--- src/rtl/window_3x3_ctrl.sv ---
// window_3x3_ctrl: sequencer for the 3x3 input-window datapath.
// Feeds three row fifos from BRAM and pops aligned windows to a valid/ready port.
module window_3x3_ctrl #(
    parameter int ADDR_W = 8,
    parameter int CNT_W  = 8
) (
    input  logic              clk,
    input  logic              reset_n,
    input  logic              start,
    input  logic [CNT_W-1:0]  cfg_row_words,
    input  logic [CNT_W-1:0]  cfg_out_cols,
    input  logic [CNT_W-1:0]  cfg_out_rows,
    input  logic              cfg_stride2,
    output logic              enb,
    output logic [ADDR_W-1:0] addrb,
    input  logic [63:0]       doutb,
    output logic              fifo_start,
    output logic              fifo_row_done,
    output logic              fifo_stride2,
    output logic [2:0]        fifo_push,
    output logic [63:0]       fifo_wdata,
    output logic              fifo_pop,
    input  logic [11:0]       fifo_count,
    input  logic [71:0]       fifo_rdata,
    output logic [71:0]       window_data,
    output logic              window_valid,
    input  logic              window_ready,
    output logic              busy,
    output logic              done
);

    typedef enum logic [2:0] {
        S_IDLE, S_INIT, S_RUN, S_ROW_END, S_DONE
    } state_t;

    state_t                state_q, state_d;
    logic [CNT_W-1:0]      r_q, r_d, c_q, c_d, n_q, n_d;
    logic                  s2_q, s2_d;
    logic [CNT_W-1:0]      row_cnt_q, row_cnt_d;
    logic [CNT_W-1:0]      col_cnt_q, col_cnt_d;
    logic [2:0][CNT_W-1:0] wcnt_q, wcnt_d;
    logic [ADDR_W-1:0]     base_q, base_d;
    logic [1:0]            ptr_q, ptr_d;
    logic [2:0]            rd1_q, rd1_d, rd2_q, rd2_d;
    logic [71:0]           win_q, win_d;
    logic                  win_vld_q, win_vld_d;

    logic [2:0]        elig;
    logic [1:0]        cand;
    logic              rd_go;
    logic [1:0]        rd_idx;
    logic [ADDR_W-1:0] r_a, off, step, rd_addr;
    logic              cnt_ok, pop, row_fire;
    logic [CNT_W:0]    row_nxt;

    assign r_a     = ADDR_W'(r_q);
    assign step    = s2_q ? (r_a << 1) : r_a;
    assign row_nxt = {1'b0, row_cnt_q} + 1'b1;
    assign cnt_ok  = (fifo_count[3:0] >= 4'd3) &&
                     (fifo_count[7:4] >= 4'd3) &&
                     (fifo_count[11:8] >= 4'd3);
    assign pop      = (state_q == S_RUN) && (col_cnt_q < c_q) && cnt_ok &&
                      (!win_vld_q || window_ready);
    assign row_fire = (state_q == S_ROW_END) && (rd1_q == 3'b000);

    // Round-robin fetch arbitration and read address generation
    always_comb begin
        rd_go  = 1'b0;
        rd_idx = 2'd0;
        cand   = ptr_q;
        off    = '0;
        for (int i = 0; i < 3; i++) begin
            elig[i] = (wcnt_q[i] < r_q) && (fifo_count[4*i +: 4] <= 4'd7) &&
                      !rd1_q[i] && !rd2_q[i];
        end
        for (int k = 0; k < 3; k++) begin
            if (!rd_go && (state_q == S_RUN) && elig[cand]) begin
                rd_go  = 1'b1;
                rd_idx = cand;
            end
            cand = (cand == 2'd2) ? 2'd0 : cand + 2'd1;
        end
        if (rd_idx == 2'd1) off = r_a;
        else if (rd_idx == 2'd2) off = r_a << 1;
        rd_addr = base_q + off + ADDR_W'(wcnt_q[rd_idx]);
    end

    // Next-state logic
    always_comb begin
        state_d = state_q;
        unique case (state_q)
            S_IDLE:    if (start) state_d = S_INIT;
            S_INIT:    state_d = (c_q == '0 || n_q == '0) ? S_DONE : S_RUN;
            S_RUN:     if (col_cnt_q == c_q) state_d = S_ROW_END;
            S_ROW_END: if (row_fire)
                           state_d = (row_nxt < {1'b0, n_q}) ? S_RUN : S_DONE;
            S_DONE:    state_d = S_IDLE;
            default:   state_d = S_IDLE;
        endcase
    end

    // Counters, config latches, read history and output window register
    always_comb begin
        r_d       = r_q;
        c_d       = c_q;
        n_d       = n_q;
        s2_d      = s2_q;
        row_cnt_d = row_cnt_q;
        col_cnt_d = col_cnt_q;
        wcnt_d    = wcnt_q;
        base_d    = base_q;
        ptr_d     = ptr_q;
        rd1_d     = rd_go ? (3'b001 << rd_idx) : 3'b000;
        rd2_d     = rd1_q;
        win_d     = win_q;
        win_vld_d = win_vld_q;
        if (state_q == S_IDLE && start) begin
            r_d       = cfg_row_words;
            c_d       = cfg_out_cols;
            n_d       = cfg_out_rows;
            s2_d      = cfg_stride2;
            row_cnt_d = '0;
            base_d    = '0;
        end
        if (state_q == S_INIT || row_fire) begin
            wcnt_d    = '0;
            col_cnt_d = '0;
            ptr_d     = 2'd0;
        end
        if (row_fire) begin
            row_cnt_d = row_cnt_q + 1'b1;
            base_d    = base_q + step;
        end
        if (rd_go) begin
            wcnt_d[rd_idx] = wcnt_q[rd_idx] + 1'b1;
            ptr_d          = (rd_idx == 2'd2) ? 2'd0 : rd_idx + 2'd1;
        end
        if (pop) begin
            col_cnt_d = col_cnt_q + 1'b1;
            win_d     = fifo_rdata;
            win_vld_d = 1'b1;
        end else if (win_vld_q && window_ready) begin
            win_vld_d = 1'b0;
        end
    end

    // State and datapath registers with synchronous reset
    always_ff @(posedge clk) begin
        if (!reset_n) begin
            state_q   <= S_IDLE;
            r_q       <= '0;
            c_q       <= '0;
            n_q       <= '0;
            s2_q      <= 1'b0;
            row_cnt_q <= '0;
            col_cnt_q <= '0;
            wcnt_q    <= '0;
            base_q    <= '0;
            ptr_q     <= 2'd0;
            rd1_q     <= 3'b000;
            rd2_q     <= 3'b000;
            win_q     <= '0;
            win_vld_q <= 1'b0;
        end else begin
            state_q   <= state_d;
            r_q       <= r_d;
            c_q       <= c_d;
            n_q       <= n_d;
            s2_q      <= s2_d;
            row_cnt_q <= row_cnt_d;
            col_cnt_q <= col_cnt_d;
            wcnt_q    <= wcnt_d;
            base_q    <= base_d;
            ptr_q     <= ptr_d;
            rd1_q     <= rd1_d;
            rd2_q     <= rd2_d;
            win_q     <= win_d;
            win_vld_q <= win_vld_d;
        end
    end

    // Output decode; fifo data is only driven while a push is in progress
    always_comb begin
        enb           = rd_go;
        addrb         = rd_go ? rd_addr : '0;
        fifo_start    = (state_q == S_INIT);
        fifo_row_done = row_fire;
        fifo_stride2  = s2_q;
        fifo_push     = rd1_q;
        fifo_wdata    = (rd1_q != 3'b000) ? doutb : 64'd0;
        fifo_pop      = pop;
        window_data   = win_q;
        window_valid  = win_vld_q;
        busy          = (state_q != S_IDLE);
        done          = (state_q == S_DONE);
    end

endmodule
--- config.mk ---
export PLATFORM = sky130hd
export DESIGN_NAME = window_3x3_ctrl
export DESIGN_NICKNAME = d
export VERILOG_FILES = /design/src/rtl/window_3x3_ctrl.sv
export SDC_FILE = /design/constraint.sdc
export NUM_CORES = 1
export LEC_CHECK = 0
export ABC_AREA = 1
export BUFFER_PORTS_ARGS = -buffer_cell sky130_fd_sc_hd__buf_2
export CORE_ASPECT_RATIO = 0.8
export CORE_MARGIN = 10
export CORE_UTILIZATION = 30
export DETAILED_ROUTE_END_ITERATION = 8
export HOLD_SLACK_MARGIN = 0.1
export REMOVE_ABC_BUFFERS = 1
export SLEW_MARGIN = 15
export SYNTH_ARGS = -nofsm -noshare
export SYNTH_HDL_FRONTEND = slang
export SYNTH_SLANG_ARGS = --single-unit
--- constraint.sdc ---
create_clock -name clk -period 10.9 [get_ports clk]
set_clock_uncertainty 0.05 [all_clocks]
set_input_delay 0 -clock clk [delete_from_list [all_inputs] [get_ports clk]]
set_output_delay 0 -clock clk [all_outputs]
set_load 0.01 [all_outputs]
==> out/metrics.csv, run 1 <==
metric,value,unit
r2r-start,r_a[7],
synthArstFlopShare,0,%
gp_congestion,0.856,
yosysTopAreaCell,dfxtp_1,
setup_tns,0,ns
core-area,29300,um2
worst_pin_slew,1.21,ns
vdd_drop_max,0.000112,V
port_buffers,331,
clk_pin_slew,0.07,ns
end_kind,output pin,
dp.cells,1972,
track_usage,16.8,%
start_util,30.4,%
drt-total-wl,32.0,mm
rsz0062_at_grt,false,
first_pass_iters,4,
grt_max_degree,80,
die_w,212,um
postCtsHoldBufs,103,
p_clk_share,23.7,%
slowest_delay,0.71,ns
ys_types,51,
synth_xor_area_share,1.18,%
p_int,1.43,mW
ys_dominant_reg_cell,dfxtp_1,
power_leakage,6.45,nW
dpl_cell_area,10900,um2
rows,56,
p_total,2.62,mW
ant_nets,0,
whs,0.243,ns
drive_gt1_share,24.6,%
grt_pass1_wl,50.6,mm
synth_edf_count,0,
synth_top_cell_area_share,35.4,%
r2r_setup_slack,6.90,ns
power_switching,1.19,mW
synth-simple-area-share,27.8,%
worstSetupStartpointType,flip-flop,
regArea,3140,um2
crit_buf_inv,3,
cp.required,10.85,ns
holdPathStages,4,
power_frac_comb,48.5,%
crit_cells,28,
pin_count,332,
synth_compound_area_share,14.5,%
cts_root_buffer,clkbuf_16,
synth_warnings,0,
die_h,174,um
critPathLaunch,r_a[7],
grt_antenna_before_repair,2,
first_iter_violations,541,
relSlewSlack,19.0,%
syn_area,8890,um2
mostFrequentLayoutCells,"338 x nand2_1, 331 x buf_2, 208 x inv_1",
avgViaCountPerCell,4.54,
wl_per_cell,15.2,um
fillers,2962,
crit_path_max_fanout,16,
path_delay_family,simple AND/OR/NAND/NOR gates,
final_common_cell,nand2_1,
p_per_area,210,nW/um2
crit_slowest_cell,nor2_2,
tritoncts,yes,
cp_data_arrival_time,5.60,ns
yosysSeqAreaShare,35.4,%
htreeDepth,4,
power_frac_seq,27.8,%
fmax,177,MHz
period_minus_slack,5.65,ns
final_cells,2109,
synth_area_leaders,"dfxtp_1 35%, nand2_1 14%, inv_1 8.8%",
r2r-end,wcnt_q[18],
finalInstanceArea,12500,um2
synth_top_family_by_area,simple AND/OR/NAND/NOR gates,
post-route-period-util,51.9,%
area_growth,40.5,%
grt_overflow,0,
ys_seq_elements,157,
ctsResizeCount,0,
cap_violations,0,
clkLatencyLatePin,0.43,ns
synth_adder_area_share,9.34,%
hold_viol,0,
hold_class,input pin to output pin,
switching_share,45.4,%
final_nets,1955,
clock_tree.buffer_depth,2,
dp_hpwl,23.4,mm
reg2reg_depth,17,
dieArea,37000,um2
maxSlewViolCount,0,
endpoint,addrb[7],
drc,0,
cts_setup_buffers,0,
cts_buffers,17,
synthMuxAreaShare,0,%
cts_sinks,157,
num_vias,9583,
syn_inst,1313,
syn_area_per_cell,6.77,um2
setup_viol,0,
critPathKind,flip-flop to output pin,
multiInputGateArea,4710,um2
grt_pass1_vias,9433,
status,finished clean,
## metal layers
| layer | share of wire (%) | track usage [%] | wire length, um |
|---|---|---|---|
| met1 | 44 | 20.5 | 13900 |
| met2 | 46 | 27.5 | 14800 |
| met5 | 0 | 0 | 0 |
| met3 | 9.2 | 6.44 | 2950 |
| met4 | 1.0 | 3.47 | 329 |
## synth_stat cells, drive strengths merged, types with 2 or more instances
cell	instances
o22ai	10
clkinv	4
a21oi	152
clkbuf	51
o21a	2
nand4	8
a211o	5
nand3	60
o31ai	2
inv	214
nor2	120
nand2	358
xor2	8
a31oi	2
or2	6
buf	5
fa	9
ha	52
o21ai	57
o21bai	3
a211oi	2
nor3	9
nand3b	4
dfxtp	157
xnor2	4
## sequential cells by signal (all words and copies together) (netlist names)
name,count
ptr_q,2
base_q,8
wcnt_q,24
window_valid,1
fifo_push,3
r_a,8
row_cnt_q,8
window_data,72
col_cnt_q,8
c_q,8
rd2_q,3
n_q,8
fifo_stride2,1
state_q,3
## per-stage QoR
| stage | setup WS [ns] | utilization [%] |
|---|---|---|
| after global placement | 5.95 | 37.1 |
| after global routing | 4.83 | 42.7 |
| after CTS | 5.30 | 42.6 |
| after detailed placement | 5.78 | 37.1 |
| after floorplan | 4.92 | - |
| final | 5.25 | 42.7 |
## area by class of cell
| class | count | area share [%] |
|---|---|---|
| diodes | 2 | 0.0401 |
| multi-input cells | 882 | 37.7 |
| flip-flops and latches | 157 | 25.2 |
| clock buffers | 18 | 3.51 |
| repair buffers | 441 | 21.9 |
| well taps | 377 | 3.77 |
| inverters | 218 | 6.60 |
| clock inverters | 14 | 1.32 |
## tightest hold or removal path: stages
cell	delay [ns]
buf_2	0.09
inv_1	0.04
nor2_1	0.03
buf_2	0.13
## worst min path at each step
stage	startpoint	endpoint
global placement	cfg_stride2	fifo_stride2
CTS	doutb[22]	fifo_wdata[22]
floorplan	doutb[0]	fifo_wdata[0]
global route	doutb[24]	fifo_wdata[24]
finish	doutb[29]	fifo_wdata[29]
detailed placement	cfg_stride2	fifo_stride2
## cell families (layout without fill, tap and decap cells)
| family | count (synthesis) | after routing |
|---|---|---|
| xor+xnor | 12 | 12 |
| simple gates | 568 | 568 |
| compound gates | 241 | 241 |
| fa+ha+maj | 61 | 61 |
| other cells | 0 | 2 |
| buf+inv | 274 | 691 |
| flops | 157 | 157 |
## power by group through the flow
| stage | Sequential, mW | Clock (mW) | Combinational, mW |
|---|---|---|---|
| final | 0.730 | 0.621 | 1.27 |
| after global routing | 0.739 | 0.660 | 1.43 |
| after CTS | 0.728 | 0.636 | 1.27 |
| after detailed placement | 0.740 | 0 | 1.23 |
| after global placement | 0.739 | 0 | 1.22 |
| after floorplan | 0.734 | 0 | 0.824 |
No activity file was read; power rests on OpenSTA's default activity.
==> inputs of run 2 (changes only) <==
- clock period: 10.9 -> 4.9 ns (I/O delays scaled with it)
==> run 2 against run 1 <==
Clock power up 120%. Global-route usage grew 0.65 points. Flip-flop and latch count did not move. First-iteration DRC count grew 9.4%. Combinational power rose by 150%. Setup slack worse by 5.2 ns. Cell count increased by 0.95%. Critical path depth rose by 2. Sequential share of layout area is 0.70 points lower. Die area did not move. Largest power group unchanged. Core utilization up 1.3 points.
==> out/metrics.csv, run 2 (synthesis gave the netlist of run 1 again) <==
metric,value,unit,change
status,finished clean,,
area_growth,44.9,%,
first_iter_violations,592,,+9.4%
fin_util,44.0,%,+1.3 points
p_int,3.38,mW,+140%
relSlewSlack,43.5,%,+25 points
final_common_cell,buf_2,,
cp.required,4.85,ns,-6.00 ns
clkLatencyLatePin,0.44,ns,about the same
die_h,174,um,unchanged
final_nets,1975,,+1.0%
setup_tns,0,ns,unchanged
cts_root_buffer,clkbuf_16,,
power_switching,2.81,mW,+140%
p_per_area,480,nW/um2,+130%
mostFrequentLayoutCells,"331 x buf_2, 329 x nand2_1, 197 x inv_1",,
fmax,205,MHz,
largest_register_ffs,72,,unchanged
dp_hpwl,24.3,mm,+3.9%
rsz0062_at_grt,true,,
drive_gt1_share,27.9,%,+3.3 points
core-area,29300,um2,unchanged
track_usage,17.5,%,+0.65 points
cts_sinks,157,,unchanged
setup_ws,0.0311,ns,-5.22 ns
hold_class,input pin to output pin,,
worst_pin_slew,0.847,ns,-0.367 ns
cts_buffers,17,,unchanged
final_cells,2129,,+0.95%
pin_count,332,,unchanged
grt_max_degree,78,,-2.5%
fillers,2923,,-1.3%
avgViaCountPerCell,4.64,,+2.1%
whs,0.242,ns,-0.000921 ns
finalInstanceArea,12900,um2,+3.1%
grt_pass1_vias,9743,,+3.3%
power_frac_comb,50.9,%,+2.4 points
worstSetupStartpointType,flip-flop,,
p_total,6.19,mW,+140%
p_clk_share,22.3,%,-1.4 points
setup_viol,0,,unchanged
grt_antenna_before_repair,2,,unchanged
num_vias,9881,,+3.1%
maxSlewViolCount,0,,unchanged
port_buffers,331,,unchanged
power_leakage,6.61,nW,+2.5%
critPathKind,flip-flop to output pin,,
die_w,212,um,unchanged
period_minus_slack,4.87,ns,
htreeDepth,4,,unchanged
switching_share,45.4,%,about the same
slowest_delay,0.48,ns,-0.23 ns
grt_overflow,0,,unchanged
dp.cells,1978,,+0.30%
end_kind,output pin,,
vdd_drop_max,0.000250,V,+120%
power_frac_seq,26.7,%,-1.1 points
cap_violations,0,,unchanged
dieArea,37000,um2,unchanged
start_util,30.4,%,unchanged
cp_data_arrival_time,4.82,ns,-0.78 ns
rows,56,,unchanged
hold_viol,0,,unchanged
crit_path_max_fanout,7,,-9
drc,0,,unchanged
clock_tree.buffer_depth,2,,unchanged
wl_per_cell,15.7,um,+3.6%
grt_pass1_wl,52.6,mm,+4.0%
post-place-ws,0.250,ns,-5.53 ns
crit_slowest_cell,fa_1,,
first_pass_iters,5,,+1
gp_congestion,0.896,,+4.7%
critical-path-top-cell-by-count,nand2_1,,
dpl_cell_area,10900,um2,+0.42%
ant_nets,0,,unchanged
post-route-period-util,99.4,%,
clk_pin_slew,0.07,ns,about the same
tritoncts,yes,,
drt-total-wl,33.4,mm,+4.6%
-- run 2: worst paths after layout --
check,start,endpoint,slack [ns],cells after the start
worst max-delay path,r_a[7],addrb[7],0.03,30
worst min-delay path,doutb[7],fifo_wdata[7],0.24,4
worst max register to register,r_a[7],wcnt_q[4],1.38,22
worst min register to register,window_data[48],window_data[48],0.41,2
-- run 2: layout make-up --
| class | instances | area, um2 | share of cell area [%] |
|---|---|---|---|
| antenna | 2 | 5.00 | 0.0388 |
| clock buffer | 18 | 429 | 3.33 |
| clock inverter | 14 | 169 | 1.31 |
| inverter | 218 | 835 | 6.48 |
| multi-input combinational | 882 | 4910 | 38.1 |
| sequential | 157 | 3150 | 24.5 |
| tap | 377 | 472 | 3.66 |
| timing repair buffer | 461 | 2910 | 22.6 |
-- run 2: worst max-delay path, delay by kind of cell (launching register included) --
family	cells	cell delay, ns
buf+inv	4	0.34
simple gates	18	1.72
fa+ha+maj	4	1.23
xor+xnor	1	0.21
flops	1	0.33
compound gates	3	0.54
-- run 2: power groups by stage --
stage / Clock (mW) / Sequential (mW) / Combinational, mW
finish: 1.38 / 1.65 / 3.15
floorplan: 0 / 1.63 / 1.83
detailed placement: 0 / 1.66 / 2.81
global route: 1.47 / 1.67 / 3.50
CTS: 1.42 / 1.64 / 2.93
global placement: 0 / 1.66 / 2.77
-- run 2: metal layers --
metal | GRT usage [%] | share of wire (%)
met3 | 7.14 | 10
met5 | 0 | 0
met1 | 21.4 | 43
met2 | 28.1 | 46
met4 | 3.59 | 1.2
-- run 2: what timing repair did --
item                                   CTS  global route
resized for setup                       11            58
setup buffers                            5             9
pin swaps                                3            27
endpoints found under the hold margin  104             0
setup endpoints to repair                2             3
hold buffers                           103             0
